--- src/rtl/vend_ctrl_multi.sv ---
// Multi-item vending controller: coin credit, dispense with change, refund, restock and price programming.
// Optional COLLECT inactivity auto-refund is compiled in when VEND_TIMEOUT_EN is defined.
module vend_ctrl_multi #(
  parameter int NUM_ITEMS     = 4,
  parameter int ITEM_W        = 2,
  parameter int MONEY_W       = 8,
  parameter int STOCK_W       = 4,
  parameter int PRICE_DEFAULT = 20,
  parameter int TIMEOUT_CYC   = 1000
) (
  input  logic               clk,
  input  logic               reset,
  input  logic [ITEM_W-1:0]  item_sel,
  input  logic               coin_valid,
  input  logic [MONEY_W-1:0] coin_value,
  input  logic               cancel,
  input  logic               restock_valid,
  input  logic [ITEM_W-1:0]  restock_item,
  input  logic [STOCK_W-1:0] restock_qty,
  input  logic               price_wr,
  input  logic [ITEM_W-1:0]  price_item,
  input  logic [MONEY_W-1:0] price_data,
  output logic               dispense,
  output logic [ITEM_W-1:0]  dispense_item,
  output logic               change_valid,
  output logic [MONEY_W-1:0] change_amt,
  output logic               coin_reject,
  output logic [MONEY_W-1:0] money_needed,
  output logic [STOCK_W-1:0] stock_level,
  output logic               busy
);

  if (NUM_ITEMS < 2 || (2 ** ITEM_W) < NUM_ITEMS || TIMEOUT_CYC < 1) begin : g_param_check
    $error("vend_ctrl_multi: invalid parameter set");
  end

  typedef enum logic [1:0] {
    S_IDLE    = 2'd0,
    S_COLLECT = 2'd1,
    S_VEND    = 2'd2,
    S_REFUND  = 2'd3
  } state_t;

  state_t             state_q, state_d;
  logic [MONEY_W-1:0] credit_q, credit_d;
  logic [ITEM_W-1:0]  sel_q, sel_d;
  logic [MONEY_W-1:0] chg_q, chg_d;
  logic               reject_q, reject_d;

  logic [MONEY_W-1:0] price_q [NUM_ITEMS];
  logic [MONEY_W-1:0] price_d [NUM_ITEMS];
  logic [STOCK_W-1:0] stock_q [NUM_ITEMS];
  logic [STOCK_W-1:0] stock_d [NUM_ITEMS];

  logic               coin_nz;
  logic [MONEY_W:0]   coin_sum;
  logic               coin_fits;
  logic               coin_accept;
  logic [MONEY_W-1:0] price_sel;
  logic [MONEY_W-1:0] vend_chg;

  assign coin_nz     = coin_valid && (coin_value != '0);
  assign coin_sum    = {1'b0, credit_q} + {1'b0, coin_value};
  assign coin_fits   = !coin_sum[MONEY_W];
  assign coin_accept = coin_nz && coin_fits;
  assign price_sel   = price_q[sel_q];
  assign vend_chg    = credit_q - price_sel;

`ifdef VEND_TIMEOUT_EN
  localparam int TMO_W = (TIMEOUT_CYC > 1) ? $clog2(TIMEOUT_CYC) : 1;
  localparam logic [TMO_W-1:0] TMO_LAST = TMO_W'(TIMEOUT_CYC - 1);
  logic [TMO_W-1:0] tmo_q, tmo_d;
`endif

  always_comb begin
    state_d  = state_q;
    credit_d = credit_q;
    sel_d    = sel_q;
    chg_d    = chg_q;
    reject_d = 1'b0;
`ifdef VEND_TIMEOUT_EN
    tmo_d    = tmo_q;
`endif
    case (state_q)
      S_IDLE: begin
        if (coin_nz) begin
          sel_d    = item_sel;
          credit_d = coin_value;
          state_d  = (stock_q[item_sel] == '0) ? S_REFUND : S_COLLECT;
`ifdef VEND_TIMEOUT_EN
          tmo_d    = '0;
`endif
        end
      end
      S_COLLECT: begin
        if (coin_nz && !coin_fits) begin
          reject_d = 1'b1;
        end
        if (coin_accept) begin
          credit_d = coin_sum[MONEY_W-1:0];
        end
        // Compare against the updated credit so dispense follows the paying coin by one cycle.
        if (cancel) begin
          state_d = S_REFUND;
        end else if (credit_d >= price_sel) begin
          state_d = S_VEND;
`ifdef VEND_TIMEOUT_EN
        end else if (!coin_accept && tmo_q == TMO_LAST) begin
          state_d = S_REFUND;
`endif
        end
`ifdef VEND_TIMEOUT_EN
        tmo_d = coin_accept ? '0 : tmo_q + 1'b1;
`endif
      end
      S_VEND: begin
        reject_d = coin_nz;
        chg_d    = vend_chg;
        credit_d = '0;
        state_d  = S_IDLE;
      end
      S_REFUND: begin
        reject_d = coin_nz;
        chg_d    = credit_q;
        credit_d = '0;
        state_d  = S_IDLE;
      end
      default: begin
        state_d  = S_IDLE;
        credit_d = '0;
      end
    endcase
  end

  always_ff @(posedge clk or posedge reset) begin
    if (reset) begin
      state_q  <= S_IDLE;
      credit_q <= '0;
      sel_q    <= '0;
      chg_q    <= '0;
      reject_q <= 1'b0;
    end else begin
      state_q  <= state_d;
      credit_q <= credit_d;
      sel_q    <= sel_d;
      chg_q    <= chg_d;
      reject_q <= reject_d;
    end
  end

`ifdef VEND_TIMEOUT_EN
  always_ff @(posedge clk or posedge reset) begin
    if (reset) begin
      tmo_q <= '0;
    end else begin
      tmo_q <= tmo_d;
    end
  end
`endif

  // Per-slot restock (saturating) and vend decrement; prices only change while idle.
  for (genvar gi = 0; gi < NUM_ITEMS; gi++) begin : g_item
    logic               restock_hit;
    logic               vend_hit;
    logic               price_hit;
    logic [STOCK_W-1:0] add_qty;
    logic [STOCK_W:0]   stock_sum;
    logic [STOCK_W-1:0] stock_sat;

    assign restock_hit = restock_valid && (restock_item == ITEM_W'(gi));
    assign vend_hit    = (state_q == S_VEND) && (sel_q == ITEM_W'(gi));
    assign price_hit   = price_wr && (state_q == S_IDLE) && (price_item == ITEM_W'(gi));
    assign add_qty     = restock_hit ? restock_qty : '0;
    assign stock_sum   = {1'b0, stock_q[gi]} + {1'b0, add_qty};
    assign stock_sat   = stock_sum[STOCK_W] ? '1 : stock_sum[STOCK_W-1:0];
    assign stock_d[gi] = (vend_hit && stock_sat != '0) ? stock_sat - 1'b1 : stock_sat;
    assign price_d[gi] = price_hit ? price_data : price_q[gi];
  end

  always_ff @(posedge clk or posedge reset) begin
    if (reset) begin
      for (int i = 0; i < NUM_ITEMS; i++) begin
        stock_q[i] <= '0;
        price_q[i] <= MONEY_W'(PRICE_DEFAULT);
      end
    end else begin
      for (int i = 0; i < NUM_ITEMS; i++) begin
        stock_q[i] <= stock_d[i];
        price_q[i] <= price_d[i];
      end
    end
  end

  assign dispense      = (state_q == S_VEND);
  assign dispense_item = sel_q;
  assign change_valid  = (state_q == S_VEND) || (state_q == S_REFUND);
  assign change_amt    = (state_q == S_VEND)   ? vend_chg :
                         (state_q == S_REFUND) ? credit_q : chg_q;
  assign coin_reject   = reject_q;
  assign money_needed  = (state_q == S_COLLECT && price_sel > credit_q) ? price_sel - credit_q : '0;
  assign stock_level   = stock_q[item_sel];
  assign busy          = (state_q != S_IDLE);

endmodule

--- config.mk ---
export PLATFORM = sky130hd
export DESIGN_NAME = vend_ctrl_multi
export DESIGN_NICKNAME = d
export VERILOG_FILES = /design/src/rtl/vend_ctrl_multi.sv
export SDC_FILE = /design/constraint.sdc
export NUM_CORES = 1
export LEC_CHECK = 0
export ABC_CLOCK_PERIOD_IN_PS = 7450
export CAP_MARGIN = 10
export CORE_AREA = 10 10 106 108
export CTS_CLUSTER_SIZE = 10
export DETAILED_ROUTE_END_ITERATION = 16
export DIE_AREA = 0 0 116 118
export HOLD_SLACK_MARGIN = 0.08
export PLACE_DENSITY_LB_ADDON = 0.12
export SLEW_MARGIN = 40
export SYNTH_ARGS = -nofsm -noshare
export SYNTH_HDL_FRONTEND = slang
export SYNTH_SLANG_ARGS = --single-unit
export TNS_END_PERCENT = 1
--- constraint.sdc ---
create_clock -name clk -period 7.45 [get_ports clk]
set_input_delay 1.8625 -clock clk [delete_from_list [all_inputs] [get_ports clk]]
set_output_delay 1.8625 -clock clk [all_outputs]
set_load 0.1 [all_outputs]
==> impl_metrics.sql, run 1 <==
INSERT INTO impl_metrics (metric_group, metric, value, unit) VALUES
('logic_synthesis', 'synthArstFlopShare', '1.00', ''),
('cts', 'clock_tree.buffer_depth', '2', ''),
('logic_synthesis', 'synth_seq_area_share', '0.322', ''),
('cts', 'hold_fix_buffers_cts', '0', ''),
('place', 'dp_worst_setup_slack', '1.86', 'ns'),
('cts', 'cts_tree', 'yes', ''),
('routing', 'drc_errors', '0', ''),
('logic_synthesis', 'post_syn_area', '0.00539', 'sq mm'),
('cts', 'cts.root.buffer_cell', 'sky130_fd_sc_hd__clkbuf_8', ''),
('timing', 'worst_pin_slew', '0.793', 'ns'),
('logic_synthesis', 'synth_top_cell_area_share', '0.283', ''),
('place', 'routabilityCongestion', '0.901', ''),
('routing', 'wl', '13100', 'um'),
('logic_synthesis', 'yosys-top-cells-area', 'sky130_fd_sc_hd__dfrtp_1, sky130_fd_sc_hd__ha_1, sky130_fd_sc_hd__mux2_2', ''),
('worst_setup_path', 'worst-path-max-fanout', '16', ''),
('routing', 'detailedRoute.firstPassIterationCount', '6', ''),
('cts', 'worstSkewPairLatency', '0.34', 'ns'),
('worst_setup_path', 'worstSetupPathType', 'reg2out', ''),
('worst_setup_path', 'crit_required', '5.59', 'ns'),
('cts', 'cts_post_setup_buffers_inserted', '0', ''),
('cts', 'clock_sink_count', '69', ''),
('routing', 'num_vias', '4319', ''),
('floorplan', 'die_h', '118', 'um'),
('logic_synthesis', 'syn_area_per_cell', '9.57', 'sq um'),
('logic_synthesis', 'synthDistinctLibCells', '57', ''),
('global_routing', 'globalRoute.totalOverflow', '0', ''),
('floorplan', 'row_count', '35', ''),
('logic_synthesis', 'synthFlopType', 'sky130_fd_sc_hd__dfrtp_1', ''),
('global_routing', 'first_global_vias', '4413', ''),
('logic_synthesis', 'edff_count_synth', '0', ''),
('routing', 'average_routed_wire_per_standard_cell', '17.9', 'um'),
('timing', 'post-route-worst-setup-slack', '1.48', 'ns'),
('routing', 'drt_first_iter_violations', '335', ''),
('worst_setup_path', 'critical_path_cell_by_cell', 'mux4_2 -> inv_1 -> ha_1 -> inv_1 -> fa_1 -> a211oi_1 -> o21ai_0 -> a21o_1 -> a21oi_2 -> nor3_1 -> and3b_1 -> buf_2', ''),
('worst_setup_path', 'timing.critical_path.slowest_cell_delay', '0.83', 'ns'),
('timing', 'final_period_minus_worst_setup_slack', '5.97', 'ns'),
('global_routing', 'grt_first_pass_wirelength', '21700', 'um'),
('timing', 'timing_hold_violations_final', '0', ''),
('cts', 'post_cts.resized_instances', '0', ''),
('worst_hold_path', 'hold_class', 'reg2reg', ''),
('timing', 'post-route-period-util', '0.801', ''),
('logic_synthesis', 'yosys_register_bits', '69', ''),
('logic_synthesis', 'synth_top_area_cell', 'sky130_fd_sc_hd__dfrtp_1', ''),
('timing', 'timing.setup.tns', '0', 'ns'),
('run_status', 'run_status', 'finished, final reports clean', ''),
('worst_setup_path', 'endpoint_kind', 'primary output', ''),
('layout', 'nets', '705', ''),
('logic_synthesis', 'synthesis.nets', '653', ''),
('worst_setup_path', 'crit_path_frequent_cell', 'sky130_fd_sc_hd__inv_1', ''),
('place', 'place.detailed.hpwl', '10200', 'um'),
('logic_synthesis', 'synthesis.instances', '563', ''),
('worst_setup_path', 'kind_of_start_point_of_the_critical_path', 'flop', ''),
('layout', 'area_growth', '13.8', '%'),
('routing', 'antenna_left', '0', ''),
('layout', 'drive_gt1_frac', '0.194', ''),
('floorplan', 'floorplan.core_area', '0.00911', 'sq mm'),
('logic_synthesis', 'yosysWarningCount', '0', ''),
('cts', 'clock_buffers_created_by_tritoncts', '9', ''),
('floorplan', 'die-area', '0.0137', 'sq mm'),
('timing', 'slew-limit-headroom', '0.470', ''),
('timing', 'max_slew_violation_count', '0', ''),
('floorplan', 'io_pins', '58', ''),
('cts', 'clk_pin_slew', '0.08', 'ns'),
('global_routing', 'grt_util_all_layers', '0.194', ''),
('place', 'io_buffers', '57', ''),
('floorplan', 'die_w', '116', 'um'),
('global_routing', 'initial_antenna_violation_count', '0', ''),
('layout', 'mostFrequentLayoutCells', 'sky130_fd_sc_hd__dfrtp_1, sky130_fd_sc_hd__nand2_1, sky130_fd_sc_hd__ha_1', ''),
('cts', 'htreeDepth', '3', ''),
('worst_setup_path', 'cpMaxStageDelayCell', 'sky130_fd_sc_hd__dfrtp_1', ''),
('run', 'maxCapViolations', '0', ''),
('timing', 'rsz0062_at_grt', 'no', ''),
('timing', 'max_freq', '167', 'MHz'),
('layout', 'antennaDiodeCount', '0', ''),
('global_routing', 'grt_start_max_net_pins', '70', ''),
('floorplan', 'start_util', '0.592', ''),
('timing', 'setup_viol', '0', ''),
('layout', 'layout.cells.most_common', 'sky130_fd_sc_hd__dfrtp_1', ''),
('timing', 'final_skew', '0.00997', 'ns'),
('routing', 'via_per_inst', '5.91', ''),
('worst_setup_path', 'cp_data_arrival_time', '4.11', 'ns');
[synth_stat cells, drive strengths merged, types with 12 or more instances]
| master | n |
|---|---|
| nor2 | 45 |
| mux4 | 12 |
| a21oi | 29 |
| and2 | 15 |
| inv | 44 |
| o21ai | 27 |
| nor3 | 17 |
| ha | 51 |
| nand2 | 53 |
| mux2i | 12 |
| mux2 | 41 |
| dfrtp | 61 |
[path summary, 6_finish.rpt]
| kind | start | slack, ns | to | cells past startpoint |
|---|---|---|---|---|
| worst max-delay path | dispense_item[1]$_DFFE_PP0P_ | 1.48 | money_needed[5] | 12 |
| worst min-delay path | chg_q[7]$_DFFE_PP0N_ | 0.50 | chg_q[7]$_DFFE_PP0N_ | 1 |
| worst max register to register | credit_q[0]$_DFFE_PP0P_ | 3.95 | state_q[1]$_DFFE_PP0P_ | 12 |
| worst min register to register | chg_q[7]$_DFFE_PP0N_ | 0.50 | chg_q[7]$_DFFE_PP0N_ | 1 |
| max in group asynchronous | reset | 4.97 | state_q[0]$_DFFE_PP0P_ | 3 |
| min in group asynchronous | reset | 1.98 | stock_q[7]$_DFF_PP0_ | 3 |
[critical path: cells and delay by family, from the launching register on]
kind	cells	cell delay, ns
adder cells (fa/ha/maj)	2	0.57
AO/OA/AOI/OAI	4	0.98
AND/OR/NAND/NOR	2	0.29
multiplexers	1	0.65
buffers and inverters	3	0.42
flip-flops	1	0.83
[cell families after synthesis]
family,Yosys count,share of synthesized area
muxes,65,0.158
AOI/OAI and AO/OA,112,0.134
xor gates and xnor gates,18,0.0292
buffers and inverters,62,0.0467
adders and majority gates,58,0.144
and+or+nand+nor,179,0.166
DFF,69,0.322
[layout make-up]
| cell class | instances | area (sq um) |
|---|---|---|
| clock buffers | 10 | 128 |
| clock inverters | 6 | 93.8 |
| fillers | 745 | 2980 |
| inverters | 45 | 169 |
| multi-input cells | 432 | 3410 |
| flip-flops and latches | 69 | 1740 |
| well taps | 111 | 139 |
| repair buffers | 58 | 457 |
[stage by stage]
stage | cell area [sq um] | hold slack, ns | util | cells
3_3_place_gp | 6030 | 0.474 | 0.662 | 715
2_1_floorplan | 5400 | 0.460 | - | 563
4_1_cts | 6130 | 0.502 | 0.673 | 731
5_1_grt | 6130 | 0.517 | 0.673 | 731
6_report | 6130 | 0.501 | 0.673 | 731
3_5_place_dp | 5910 | 0.484 | 0.649 | 715
[registers in the layout, indices dropped and copies added, names as in the netlist]
name / cells
state_q: 2
credit_q: 8
dispense_item: 2
chg_q: 8
stock_q: 16
price_q: 32
coin_reject: 1
[routing by layer]
layer	global-route usage	vias to the layer above	share of wire
met5	0	-	0
met4	0.0501	0	0.018
met3	0.0341	17	0.047
met2	0.320	121	0.48
met1	0.254	2073	0.45
li1	-	2108	-
Power of run 1 is left out: the tool's default activity adds up to more than one toggle a clock period on the data nets, which glitch-free logic cannot reach.
==> run 2, diff against run 1 <==
ABC_CLOCK_PERIOD_IN_PS = 5370   (was 7450)
CORE_AREA = 10 10 113 115   (was 10 10 106 108)
DIE_AREA = 0 0 123 125   (was 0 0 116 118)
clock period = 5.37 ns   (was 7.45 ns; I/O delays follow)
==> impl_metrics.sql, run 2 (synthesis gave the netlist of run 1 again) <==
INSERT INTO impl_metrics (metric_group, metric, value, unit) VALUES
('worst_setup_path', 'worstSetupPathType', 'reg2out', ''),
('layout', 'fill_cells', '915', ''),
('routing', 'drc_errors', '0', ''),
('worst_setup_path', 'timing.critical_path.slowest_cell_delay', '0.60', 'ns'),
('routing', 'num_vias', '4347', ''),
('cts', 'cts_post_setup_buffers_inserted', '0', ''),
('run', 'maxCapViolations', '0', ''),
('cts', 'cts.root.buffer_cell', 'sky130_fd_sc_hd__clkbuf_8', ''),
('global_routing', 'grt_util_all_layers', '0.181', ''),
('floorplan', 'die-area', '0.0154', 'sq mm'),
('place', 'io_buffers', '57', ''),
('timing', 'setup_viol', '0', ''),
('layout', 'registers.top_by_ff_count', 'price_q', ''),
('floorplan', 'die_h', '125', 'um'),
('worst_setup_path', 'endpoint_kind', 'primary output', ''),
('routing', 'via_per_inst', '5.67', ''),
('cts', 'cts_tree', 'yes', ''),
('worst_setup_path', 'critical_path_cell_by_cell', 'mux4_2 -> ha_1 -> fa_1 -> nand2b_1 -> a21oi_1 -> o21a_1 -> nor3_1 -> or3b_2 -> a31oi_2 -> buf_12', ''),
('floorplan', 'die_w', '123', 'um'),
('place', 'dp_worst_setup_slack', '0.504', 'ns'),
('global_routing', 'grt_first_pass_wirelength', '22400', 'um'),
('routing', 'drt_first_iter_violations', '276', ''),
('timing', 'final_skew', '0.0115', 'ns'),
('global_routing', 'first_global_vias', '4488', ''),
('worst_setup_path', 'worst-path-max-fanout', '9', ''),
('worst_setup_path', 'cpMaxStageDelayCell', 'sky130_fd_sc_hd__mux4_2', ''),
('cts', 'clock_sink_count', '69', ''),
('floorplan', 'floorplan.core_area', '0.0106', 'sq mm'),
('layout', 'reg_top3', 'price_q: 32 flops, stock_q: 16 flops', ''),
('timing', 'timing_hold_violations_final', '0', ''),
('worst_setup_path', 'cp_data_arrival_time', '3.73', 'ns'),
('timing', 'post-route-worst-setup-slack', '0.299', 'ns'),
('timing', 'final_period_minus_worst_setup_slack', '5.07', 'ns'),
('worst_setup_path', 'crit_required', '4.03', 'ns'),
('timing', 'worst_pin_slew', '0.784', 'ns'),
('global_routing', 'initial_antenna_violation_count', '0', ''),
('cts', 'clock_buffers_created_by_tritoncts', '9', ''),
('timing', 'max_slew_violation_count', '0', ''),
('layout', 'mostFrequentLayoutCells', 'sky130_fd_sc_hd__dfrtp_1, sky130_fd_sc_hd__nand2_1, sky130_fd_sc_hd__ha_1', ''),
('global_routing', 'grt_start_max_net_pins', '53', ''),
('worst_setup_path', 'kind_of_start_point_of_the_critical_path', 'flop', ''),
('cts', 'post_cts.resized_instances', '0', ''),
('layout', 'drive_gt1_frac', '0.212', ''),
('layout', 'largest_register_ff_count', '32', ''),
('layout', 'antennaDiodeCount', '0', ''),
('timing', 'rsz0062_at_grt', 'no', ''),
('layout', 'area_growth', '19.5', '%'),
('routing', 'antenna_left', '0', ''),
('place', 'routabilityCongestion', '0.871', ''),
('layout', 'finish.instance_area', '0.00644', 'sq mm'),
('layout', 'post-route-util', '0.608', ''),
('floorplan', 'start_util', '0.508', ''),
('timing', 'max_freq', '197', 'MHz'),
('floorplan', 'io_pins', '58', ''),
('timing', 'post-route-period-util', '0.944', ''),
('worst_hold_path', 'hold_class', 'reg2reg', ''),
('cts', 'clock_tree.buffer_depth', '2', ''),
('run_status', 'run_status', 'finished, final reports clean', ''),
('routing', 'average_routed_wire_per_standard_cell', '17.7', 'um'),
('routing', 'detailedRoute.firstPassIterationCount', '5', ''),
('layout', 'layout.cells.most_common', 'sky130_fd_sc_hd__dfrtp_1', ''),
('place', 'dpl_cell_area', '0.00624', 'sq mm'),
('layout', 'nets', '711', ''),
('floorplan', 'row_count', '38', ''),
('cts', 'htreeDepth', '3', ''),
('global_routing', 'globalRoute.totalOverflow', '0', ''),
('timing', 'slew-limit-headroom', '0.475', ''),
('cts', 'worstSkewPairLatency', '0.35', 'ns'),
('place', 'place.detailed.hpwl', '10600', 'um'),
('cts', 'hold_fix_buffers_cts', '0', ''),
('cts', 'clk_pin_slew', '0.08', 'ns'),
('routing', 'wl', '13600', 'um');
==> run 2: routing by layer <==
metal | vias up | GRT usage | share of wire
li1 | 2105 | - | -
met4 | 0 | 0.0706 | 0.028
met3 | 22 | 0.0315 | 0.047
met1 | 2123 | 0.229 | 0.44
met5 | - | 0 | 0
met2 | 97 | 0.298 | 0.48
==> run 2: cell type report <==
type                       count  area (sq um)  area share
clock buffer                  11           141      0.0219
clock inverter                 5          61.3     0.00951
inverter                      45           171      0.0266
multi-input combinational    432          3470       0.539
sequential                    69          1740       0.270
tap                          140           175      0.0272
timing repair buffer          64           681       0.106
==> run 2: critical path, delay by kind of cell, from the launching register on <==
kind	cells	cell delay, ns
fa+ha+maj	2	0.65
mux	1	0.60
flops	1	0.53
buf+inv	1	0.21
simple gates	3	0.69
compound gates	3	0.69
==> run 2: final timing paths <==
check / end / start / cells past startpoint / slack [ns]
worst min-delay path: chg_q[5]$_DFFE_PP0N_ / chg_q[5]$_DFFE_PP0N_ / 1 / 0.50
worst max register to register: state_q[0]$_DFFE_PP0P_ / credit_q[0]$_DFFE_PP0P_ / 14 / 1.86
max in group asynchronous: price_q[18]$_DFFE_PP1P_ / reset / 3 / 3.15
worst min register to register: chg_q[5]$_DFFE_PP0N_ / chg_q[5]$_DFFE_PP0N_ / 1 / 0.50
worst max-delay path: change_amt[6] / dispense_item[1]$_DFFE_PP0P_ / 10 / 0.30
min in group asynchronous: price_q[13]$_DFFE_PP0P_ / reset / 2 / 1.44
==> run 2: per-stage QoR <==
step / cells / TNS [ns] / hold WS (ns)
after global placement: 750 / 0 / 0.471
final: 766 / 0 / 0.498
after floorplan: 563 / -2.81 / 0.460
after global routing: 766 / 0 / 0.524
after detailed placement: 750 / 0 / 0.482
after CTS: 766 / 0 / 0.501
Power of run 2 is left out for the same reason.
